[config.mk]
export PLATFORM = sky130hd
export DESIGN_NAME = hazard_stall_ctrl
export DESIGN_NICKNAME = d
export VERILOG_FILES = /design/src/rtl/hazard_pkg.sv /design/src/rtl/hazard_lu_cmp.sv /design/src/rtl/hazard_stall_ctrl.sv
export SDC_FILE = /design/constraint.sdc
export NUM_CORES = 1
export LEC_CHECK = 0
export CORE_AREA = 3 3 40 42
export CTS_BUF_LIST = sky130_fd_sc_hd__clkbuf_8
export DETAILED_ROUTE_END_ITERATION = 12
export DIE_AREA = 0 0 43 45
export PLACE_DENSITY_LB_ADDON = 0.2
export SYNTH_ARGS = -nofsm -noshare
export SYNTH_HDL_FRONTEND = slang
export SYNTH_SLANG_ARGS = --single-unit
[constraint.sdc]
create_clock -name clk -period 2.6 [get_ports clk]
set_clock_uncertainty 0.1 [all_clocks]
set_input_delay 0.52 -clock clk [delete_from_list [all_inputs] [get_ports clk]]
set_output_delay 0.52 -clock clk [all_outputs]
set_load 0.01 [all_outputs]
[src/rtl/hazard_pkg.sv]
// Shared types and constants for the ID-stage hazard unit.
package hazard_pkg;

  localparam int unsigned HAZ_REG_ADDR_W = 5;
  localparam int unsigned X0_IDX         = 0;

  typedef enum logic [1:0] {
    RUN      = 2'd0,
    LU_STALL = 2'd1,
    MC_WAIT  = 2'd2
  } haz_state_e;

endpackage

[src/rtl/hazard_lu_cmp.sv]
// Combinational load-use comparator: EX load destination vs. ID source operands.
module hazard_lu_cmp
  import hazard_pkg::*;
#(
  parameter int unsigned REG_ADDR_W = HAZ_REG_ADDR_W
) (
  input  logic                  mem_read,
  input  logic [REG_ADDR_W-1:0] rd,
  input  logic [REG_ADDR_W-1:0] rs1,
  input  logic [REG_ADDR_W-1:0] rs2,
  input  logic                  use_rs1,
  input  logic                  use_rs2,
  output logic                  lu_hit_c
);

  logic rs1_match;
  logic rs2_match;
  logic rd_live;

  // x0 is hardwired zero, so a load targeting it never creates a dependency
  assign rd_live   = (rd != REG_ADDR_W'(X0_IDX));
  assign rs1_match = use_rs1 && (rd == rs1);
  assign rs2_match = use_rs2 && (rd == rs2);
  assign lu_hit_c  = mem_read && rd_live && (rs1_match || rs2_match);

endmodule

[src/rtl/hazard_stall_ctrl.sv]
// ID-stage hazard unit: load-use stalls, multi-cycle EX hold, branch flush.
// Optional perf counters (stall_cnt, flush_cnt) enabled by HAZ_PERF_CNT_EN.
module hazard_stall_ctrl
  import hazard_pkg::*;
#(
  parameter int unsigned REG_ADDR_W     = HAZ_REG_ADDR_W,
  parameter int unsigned LOAD_USE_STALL = 1
`ifdef HAZ_PERF_CNT_EN
  ,
  parameter int unsigned PERF_W         = 32
`endif
) (
  input  logic                  clk,
  input  logic                  rst_n,
  input  logic                  id_ex_mem_read,
  input  logic [REG_ADDR_W-1:0] id_ex_rd,
  input  logic [REG_ADDR_W-1:0] if_id_rs1,
  input  logic [REG_ADDR_W-1:0] if_id_rs2,
  input  logic                  if_id_use_rs1,
  input  logic                  if_id_use_rs2,
  input  logic                  branch_taken,
  input  logic                  mc_start,
  input  logic                  mc_done,
  output logic                  pc_write,
  output logic                  if_id_write,
  output logic                  id_ex_write,
  output logic                  if_id_flush,
  output logic                  id_ex_flush
`ifdef HAZ_PERF_CNT_EN
  ,
  output logic [PERF_W-1:0]     stall_cnt,
  output logic [PERF_W-1:0]     flush_cnt
`endif
);

  localparam int unsigned LU_CNT_W = $clog2(LOAD_USE_STALL + 1);

  haz_state_e          state;
  haz_state_e          state_nxt;
  logic [LU_CNT_W-1:0] lu_cnt;
  logic [LU_CNT_W-1:0] lu_cnt_nxt;
  logic                lu_hit;

  hazard_lu_cmp #(
    .REG_ADDR_W (REG_ADDR_W)
  ) u_lu_cmp (
    .mem_read (id_ex_mem_read),
    .rd       (id_ex_rd),
    .rs1      (if_id_rs1),
    .rs2      (if_id_rs2),
    .use_rs1  (if_id_use_rs1),
    .use_rs2  (if_id_use_rs2),
    .lu_hit_c (lu_hit)
  );

  always_ff @(posedge clk or negedge rst_n) begin
    if (!rst_n) begin
      state  <= RUN;
      lu_cnt <= '0;
    end else begin
      state  <= state_nxt;
      lu_cnt <= lu_cnt_nxt;
    end
  end

  // Next state and pipeline control; reset overrides everything with a safe bubble
  always_comb begin
    state_nxt   = state;
    lu_cnt_nxt  = lu_cnt;
    pc_write    = 1'b1;
    if_id_write = 1'b1;
    id_ex_write = 1'b1;
    if_id_flush = 1'b0;
    id_ex_flush = 1'b0;
    unique case (state)
      RUN: begin
        // mc_start with mc_done in the same cycle is a zero-wait op
        if (mc_start && !mc_done) begin
          pc_write    = 1'b0;
          if_id_write = 1'b0;
          id_ex_write = 1'b0;
          state_nxt   = MC_WAIT;
        end else if (branch_taken) begin
          if_id_flush = 1'b1;
          id_ex_flush = 1'b1;
        end else if (lu_hit) begin
          pc_write    = 1'b0;
          if_id_write = 1'b0;
          id_ex_flush = 1'b1;
          if (LOAD_USE_STALL > 1) begin
            lu_cnt_nxt = LU_CNT_W'(LOAD_USE_STALL - 1);
            state_nxt  = LU_STALL;
          end
        end
      end
      LU_STALL: begin
        pc_write    = 1'b0;
        if_id_write = 1'b0;
        id_ex_flush = 1'b1;
        lu_cnt_nxt  = lu_cnt - LU_CNT_W'(1);
        if (lu_cnt == LU_CNT_W'(1)) begin
          state_nxt = RUN;
        end
      end
      MC_WAIT: begin
        if (mc_done) begin
          state_nxt = RUN;
        end else begin
          pc_write    = 1'b0;
          if_id_write = 1'b0;
          id_ex_write = 1'b0;
        end
      end
      default: begin
        state_nxt  = RUN;
        lu_cnt_nxt = '0;
      end
    endcase
    if (!rst_n) begin
      pc_write    = 1'b0;
      if_id_write = 1'b0;
      id_ex_write = 1'b0;
      if_id_flush = 1'b1;
      id_ex_flush = 1'b1;
    end
  end

`ifdef HAZ_PERF_CNT_EN
  // Saturating counters; if_id_flush outside reset only ever comes from a taken branch
  always_ff @(posedge clk or negedge rst_n) begin
    if (!rst_n) begin
      stall_cnt <= '0;
      flush_cnt <= '0;
    end else begin
      if (!pc_write && (stall_cnt != '1)) begin
        stall_cnt <= stall_cnt + PERF_W'(1);
      end
      if (if_id_flush && (flush_cnt != '1)) begin
        flush_cnt <= flush_cnt + PERF_W'(1);
      end
    end
  end
`endif

endmodule

* Word level (Yosys, flattened, before mapping)
Index checks and enable logic that the tools add are counted.
Operators by class: mux-type cells 23, bitwise operators 0, order comparisons 0, equal/unequal tests 7, shift operators 0, multiply operators 0, add/sub/neg operators 1, reductions and logical operators 11, divide/modulo/power cells 0
Operator list (number):
- 1-bit 2-to-1 mux | 15
- 5-bit equality test | 2
- 2-bit 2-to-1 mux | 3
- 2-bit != test, second input constant | 3
- 1-bit case mux with 2 select lines | 3
- 2-bit case mux with 3 select lines | 1
- 1-bit logical AND | 5
- 5-bit nonzero test | 1
- 1-bit case mux with 3 select lines | 1
- 3-bit AND reduction | 1
- 2-bit by 1-bit equality test with 1-bit output, second input constant | 1
- 2-bit equality test, second input constant | 1
- 2-bit zero test | 1
- 2-bit OR reduction | 1
- 1-bit zero test | 1
- 1-bit logical OR | 1
- 1-bit subtractor, second input constant | 1
Storage, ports and cells: bits in latches 0, bits in read-only memories 0, RAM bits 0, memories kept 0, word-level logic and storage cells 44, register bits after elaboration 3

* Longest topological paths before layout
Gate-level depths: netlist (run 1).
word-level depth 9, mapped depth 5, gate-level depth less buffers 4

* Cells and area by module
Synthesis (run 1) repeated with hierarchy kept, for this count alone.
Unflattened totals: cells, all modules 28, area, all modules 231.5 µm²
By module, submodules not included:
- hazard_lu_cmp | area an instance 133.9 µm², cells an instance 17, sequential area each 0.0 µm², instances 1
- hazard_stall_ctrl | area an instance 97.6 µm², cells an instance 11, sequential area each 25.0 µm², instances 1

* Worst setup path after synthesis (run 1)
No wires, ideal clock.
kind input port to output port, from input id_ex_rd[1], to output pc_write, arrival time 1.557 ns, stages on the path 5, slack 0.423 ns, path through or4_1 -> o21a_1 -> nand2_1 -> o21a_1 -> buf_4
On the way: longest elaborated chain between the ends 9, elaborated cells between the ends (all ways) 13, classes of those cells eq/ne: 2; mux: 5; reduce/logical: 6
Ends and longest elaborated chain:
- start: declaration | line hazard_stall_ctrl.sv:16 | input logic [REG_ADDR_W-1:0] id_ex_rd,
- 5-bit equality test (on tied branches) | line hazard_lu_cmp.sv:22, hazard_lu_cmp.sv:23
- 1-bit logical AND (on tied branches) | line hazard_lu_cmp.sv:22, hazard_lu_cmp.sv:23
- 1-bit logical OR | line hazard_lu_cmp.sv:24 | assign lu_hit_c = mem_read && rd_live && (rs1_match || rs2_match);
- 1-bit logical AND (*) | line hazard_lu_cmp.sv:24
- 1-bit 2-to-1 mux (*) (3 in a row)
- 1-bit case mux with 3 select lines (*)
- 1-bit 2-to-1 mux (*)
- end: declaration | line hazard_stall_ctrl.sv:24 | output logic pc_write,
Every way passes the cells marked *; elsewhere a longest branch is shown, timed or not.

* Final worst setup path (run 1)
from input mc_start, to output id_ex_write
On the way: longest elaborated chain between the ends 4
Ends and longest elaborated chain:
- start: declaration | line hazard_stall_ctrl.sv:22 | input logic mc_start,
- 1-bit logical AND | line hazard_stall_ctrl.sv:78 | if (mc_start && !mc_done) begin
- 1-bit 2-to-1 mux | line hazard_stall_ctrl.sv:78
- 1-bit case mux with 2 select lines | line hazard_stall_ctrl.sv:75 | unique case (state)
- 1-bit 2-to-1 mux | line hazard_stall_ctrl.sv:119 | if (!rst_n) begin
- end: declaration | line hazard_stall_ctrl.sv:26 | output logic id_ex_write,
Every way passes these cells.

==> results of run 1 <==
-- kinds of logic (layout without fill, tap and decap cells) --
kind of cell,after synthesis,count (layout),share of synthesized area [%]
xor+xnor,10,10,39.6
buf+inv,2,32,5.08
flops,1,1,11.3
simple gates,11,11,24.9
compound gates,6,6,19.2
-- worst max-delay path, stage by stage --
cell and delay (ns):
clkdlybuf4s50_1 0.43, nor2_1 0.11, nor2_1 0.06, nor2b_1 0.15
clkdlybuf4s50_1 0.56
-- timing repair --
| action | 4_1_cts | 5_1_grt |
|---|---|---|
| pin swaps | 4 | 4 |
| gates resized for setup | 16 | 5 |
| setup endpoints to repair | 3 | 4 |
-- power groups by stage --
stage          Combinational (mW)  Clock, mW  Sequential, mW
6_report                   0.0755          0          0.0180
5_1_grt                    0.0827          0          0.0181
4_1_cts                    0.0769          0          0.0177
3_5_place_dp               0.0819          0          0.0177
3_3_place_gp               0.0821          0          0.0176
2_1_floorplan              0.0258          0          0.0175
-- Yosys cell counts (all sizes together) --
master  count
a21oi       1
a31oi       1
a32oi       1
and2        1
buf         1
dfrtp       1
inv         1
nand2       4
nor2        2
nor2b       1
nor4        2
o211ai      1
o21a        2
or4         1
xnor2       2
xor2        8
-- stage by stage --
stage               power (mW)  setup TNS [ns]
floorplan               0.0433               0
global placement        0.0997           -1.40
detailed placement      0.0996           -1.36
CTS                     0.0946               0
global route             0.101               0
finish                  0.0934               0
-- metal layers --
layer  global-route usage, %  up-vias  routed length, microns
met5                       0        -                       0
met4                       0        0                       0
met3                   0.398        0                      62
met2                    13.2       13                     394
met1                    11.0      130                     367
li1                        -      164                       -
-- path summary, 6_finish.rpt --
kind / end / depth (start not counted)
min reg2reg: state[1]$_DFFE_PN0P_ / 2
min: state[1]$_DFFE_PN0P_ / 2
max reg2reg: state[1]$_DFFE_PN0P_ / 2
max: id_ex_write / 5
max in group asynchronous: state[1]$_DFFE_PN0P_ / 2
min in group asynchronous: state[1]$_DFFE_PN0P_ / 2
-- area by class of cell --
class | count | area [sq um] | area share (%)
Tap cell | 15 | 18.8 | 3.56
Multi-Input combinational cell | 27 | 189 | 35.9
Timing Repair Buffer | 31 | 290 | 55.1
Inverter | 1 | 3.75 | 0.713
Sequential cell | 1 | 25.0 | 4.75
==> qor.txt, run 1 <==
Design area - 527 sq um
Wire length per cell - 11.0 microns
Crit path kind - input port to output port
Layout cell share with drive strength beyond 1 - 13.3%
Worst r2r src - state[1]$_DFFE_PN0P_
Placed cells - 75
Vias per inst - 4.09
Post-Syn Instances - 30
Crit path launch - mc_start
Post-CTS Setup Inserts - 0
Arrival time at the worst endpoint - 1.84 ns
Cts hold-fix bufs - 0
Layout Utilization - 41.0%
Post-synthesis area per instance - 7.38 sq um
Commonest non-fill, non-tap cell in the layout - clkdlybuf4s50_1
Detailed Routing Iterations Pass 1 - 1
Comb pwr share - 80.8%
Synthesized net count - 53
Clock power share - 0%
Count of cell types in the netlist - 16
Number of synthesized register bits - 1
Max-slew violation count - 0
ANT cells - 0
Sw frac - 30.4%
Die width - 43 microns
Post-layout min period - 2.46 ns
Vias in the first global route - 306
Area contributors post-synth - xor2_1 (32%), dfrtp_1 (11%), xnor2_1 (7.9%)
RSZ-0062 raised after global routing - no
F_max - 0.407 GHz
Endpoints failing setup - 0
Final wirelength - 823 microns
Max reg flops - 1
MaxCap Viol Count - 0
I/O pin count - 28
Via count - 307
Initial Util - 17.2%
Worst-skew pair later-pin latency - 0 ns
P_int - 65.0 uW
Final Wtd Congestion - 0.717
Starting DRT DRC Count - 0
Max FO, Critical Path - 2
Port Buffers - 27
Detailed Place HPWL - 752 microns
Antenna violations before repair - 0
Worst slew margin - 83.1%
Core area - 1280 sq um
Most frequent cells in the layout - clkdlybuf4s50_1 (16), xor2_1 (8)
Startpoint class of the critical path - input port
Placed cell areas - 533 sq um
Reg2Reg Setup Slack - 1.84 ns
Post-synth top area cell - xor2_1
Seq/Total Area, Yosys - 11.3%
Worst vdd ir - 0.000105 V
Largest regs - state x1
Biggest register - state
Post-Syn Area - 221 sq um
Lkg Pwr - 0.249 nW
Post-synth top area share - 31.6%
Filler instances - 145
Hold_sp - state[1]$_DFFE_PN0P_
Die height - 45 microns
Hold_ws - 0.490 ns
Slew @ Worst Pin - 0.251 ns
Antenna Nets Post-Route - 0
Final Non-Filler Cells - 75
Pre-CTS WS - -0.459 ns
CP endpoint kind - output port
Final hold viol count - 0
Crit path required time - 1.98 ns
PD cells - 177 nW/um^2
DRC - 0
Grt ovf - 0
First-pass GRT wire length - 1210 microns
Reg power frac - 19.2%
Total track usage - 7.55%
Period utilisation layout - 94.6%
Worst setup margin - 0.141 ns
Syn-to-layout area delta - 138%
Psw - 28.4 uW
Net count, final - 85
Outcome - finished clean
Largest net degree at the start of global routing - 4
Clock transition at the registers of the reported paths - 0 ns
Ys Warns - 0
Die Footprint - 1940 sq um
Hold Crit Class - flip-flop to flip-flop
Rows - 13
Power figures use the tool's default switching activity.
==> run 2: changes to the inputs <==
==> constraint.sdc (replaced) <==
create_clock -name clk -period 2.9 [get_ports clk]
set_clock_uncertainty 0.1 [all_clocks]
set_input_delay 0.58 -clock clk [delete_from_list [all_inputs] [get_ports clk]]
set_output_delay 0.58 -clock clk [all_outputs]
set_load 0.01 [all_outputs]
==> run 2 against run 1 <==
Combinational power fell by 6.4%. Die area is the same. Via count up 0.98%. Routed wire length down 6.2%. Final area rose by 0.71%. Register-to-register slack gained 0.32 ns. Sequential share of layout area is essentially flat. Critical path type unchanged. Highest routed layer unchanged.
==> qor.txt, run 2 (synthesized netlist as in run 1, its figures left out) <==
Syn-to-layout area delta - 140%
Rows - 13
Final wirelength - 772 microns
Endpoints failing setup - 0
Post-CTS Setup Inserts - 0
Placed cell areas - 526 sq um
Detailed Place HPWL - 702 microns
Largest net degree at the start of global routing - 6
Pre-CTS WS - -0.317 ns
DRC - 0
CP endpoint kind - output port
First-pass GRT wire length - 1160 microns
Hold Crit Class - flip-flop to flip-flop
Worst setup margin - 0.102 ns
Via count - 310
CP top delay family - buffers and inverters
Layout cell share with drive strength beyond 1 - 10.2%
Arrival time at the worst endpoint - 2.12 ns
I/O pin count - 28
Placed cells - 74
Hold_sp - state[1]$_DFFE_PN0P_
Port Buffers - 27
Slew @ Worst Pin - 0.245 ns
Largest regs - state x1
Max incr delay on CP - 0.48 ns
Antenna Nets Post-Route - 0
Final Non-Filler Cells - 74
Outcome - finished clean
Final Wtd Congestion - 0.707
Die width - 43 microns
Die Footprint - 1940 sq um
Max FO, Critical Path - 3
Clock transition at the registers of the reported paths - 0 ns
PD cells - 163 nW/um^2
Final hold viol count - 0
Max-slew violation count - 0
Antenna violations before repair - 0
F_max - 0.357 GHz
Net count, final - 84
Worst-skew pair later-pin latency - 0 ns
Biggest register - state
Worst vdd ir - 0.0000876 V
Critical Path Most Common Cell - o21a_1
Initial Util - 17.2%
Design area - 531 sq um
Crit path required time - 2.22 ns
Grt ovf - 0
Crit path kind - input port to output port
Starting DRT DRC Count - 2
Most frequent cells in the layout - clkdlybuf4s50_1 (21), xor2_1 (8), nand2_1 (4), buf_4 (3)
Vias per inst - 4.19
MaxCap Viol Count - 0
Crit path launch - id_ex_rd[4]
Lkg Pwr - 0.219 nW
Detailed Routing Iterations Pass 1 - 2
Period utilisation layout - 96.5%
Max reg flops - 1
Core area - 1280 sq um
ANT cells - 0
Worst slew margin - 83.5%
Vias in the first global route - 293
Critical path buffers and inverters - 2
Post-layout min period - 2.80 ns
Commonest non-fill, non-tap cell in the layout - clkdlybuf4s50_1
Die height - 45 microns
Total Power - 86.5 uW
Worst path slowest cell - clkdlybuf4s50_1
Worst r2r src - state[1]$_DFFE_PN0P_
Startpoint class of the critical path - input port
Critical path cell sequence - clkdlybuf4s50_1 -> or4_4 -> o21a_1 -> nand2_1 -> o21a_1 -> clkdlybuf4s15_1
Wire length per cell - 10.4 microns
Total track usage - 7.47%
## run 2: changes by cell type in the layout (fill, tap and decap cells not counted), sizes merged
cell and change:
buf -4, clkbuf +1, clkdlybuf4s15 +2, clkdlybuf4s50 +5, dlygate4sd2 -2, dlymetal6s2s -3
## run 2: report_power, final
group	internal (mW)	leakage [nW]	switching (mW)
Sequential	0.0152	0.0125	0.000665
Clock	0	0	0
Combinational	0.0454	0.206	0.0253
Total	0.0605	0.219	0.0260
## run 2: area by class of cell
type | instances | area, sq um
multi-input combinational | 27 | 195
fill | 136 | 754
sequential | 1 | 25.0
inverter | 1 | 3.75
tap | 15 | 18.8
timing repair buffer | 30 | 288
## run 2: final timing paths
check	cells after the start	to	slack, ns
min	2	state[1]$_DFFE_PN0P_	0.47
max in group asynchronous	1	state[1]$_DFFE_PN0P_	1.87
min in group asynchronous	1	state[1]$_DFFE_PN0P_	0.68
min reg2reg	2	state[1]$_DFFE_PN0P_	0.47
max	6	pc_write	0.10
max reg2reg	2	state[1]$_DFFE_PN0P_	2.16
## run 2: worst reg2reg max path, delay by kind of cell, from the launching register on
kind	cells	cell delay, ns
flip-flops	1	0.37
AND/OR/NAND/NOR	2	0.15
## run 2: what timing repair did
| action | CTS | global route |
|---|---|---|
| hold buffers | 0 | 0 |
| setup endpoints to repair | 3 | 3 |
| resized for setup | 7 | 5 |
| pin swaps | 0 | 2 |
## run 2: metal layers
| layer | up-vias | wire length (microns) | track usage (%) |
|---|---|---|---|
| li1 | 164 | - | - |
| met1 | 133 | 347 | 11.2 |
| met2 | 13 | 358 | 12.3 |
| met3 | 0 | 66 | 0.797 |
| met4 | 0 | 0 | 0 |
| met5 | - | 0 | 0 |
## run 2: through the flow
| step | hold slack [ns] | utilization [%] | setup TNS [ns] |
|---|---|---|---|
| floorplan | 0.184 | - | 0 |
| global placement | 0.464 | 40.9 | -0.854 |
| detailed placement | 0.467 | 40.9 | -0.874 |
| CTS | 0.471 | 40.6 | 0 |
| global route | 0.486 | 41.3 | -0.00829 |
| finish | 0.470 | 41.3 | 0 |
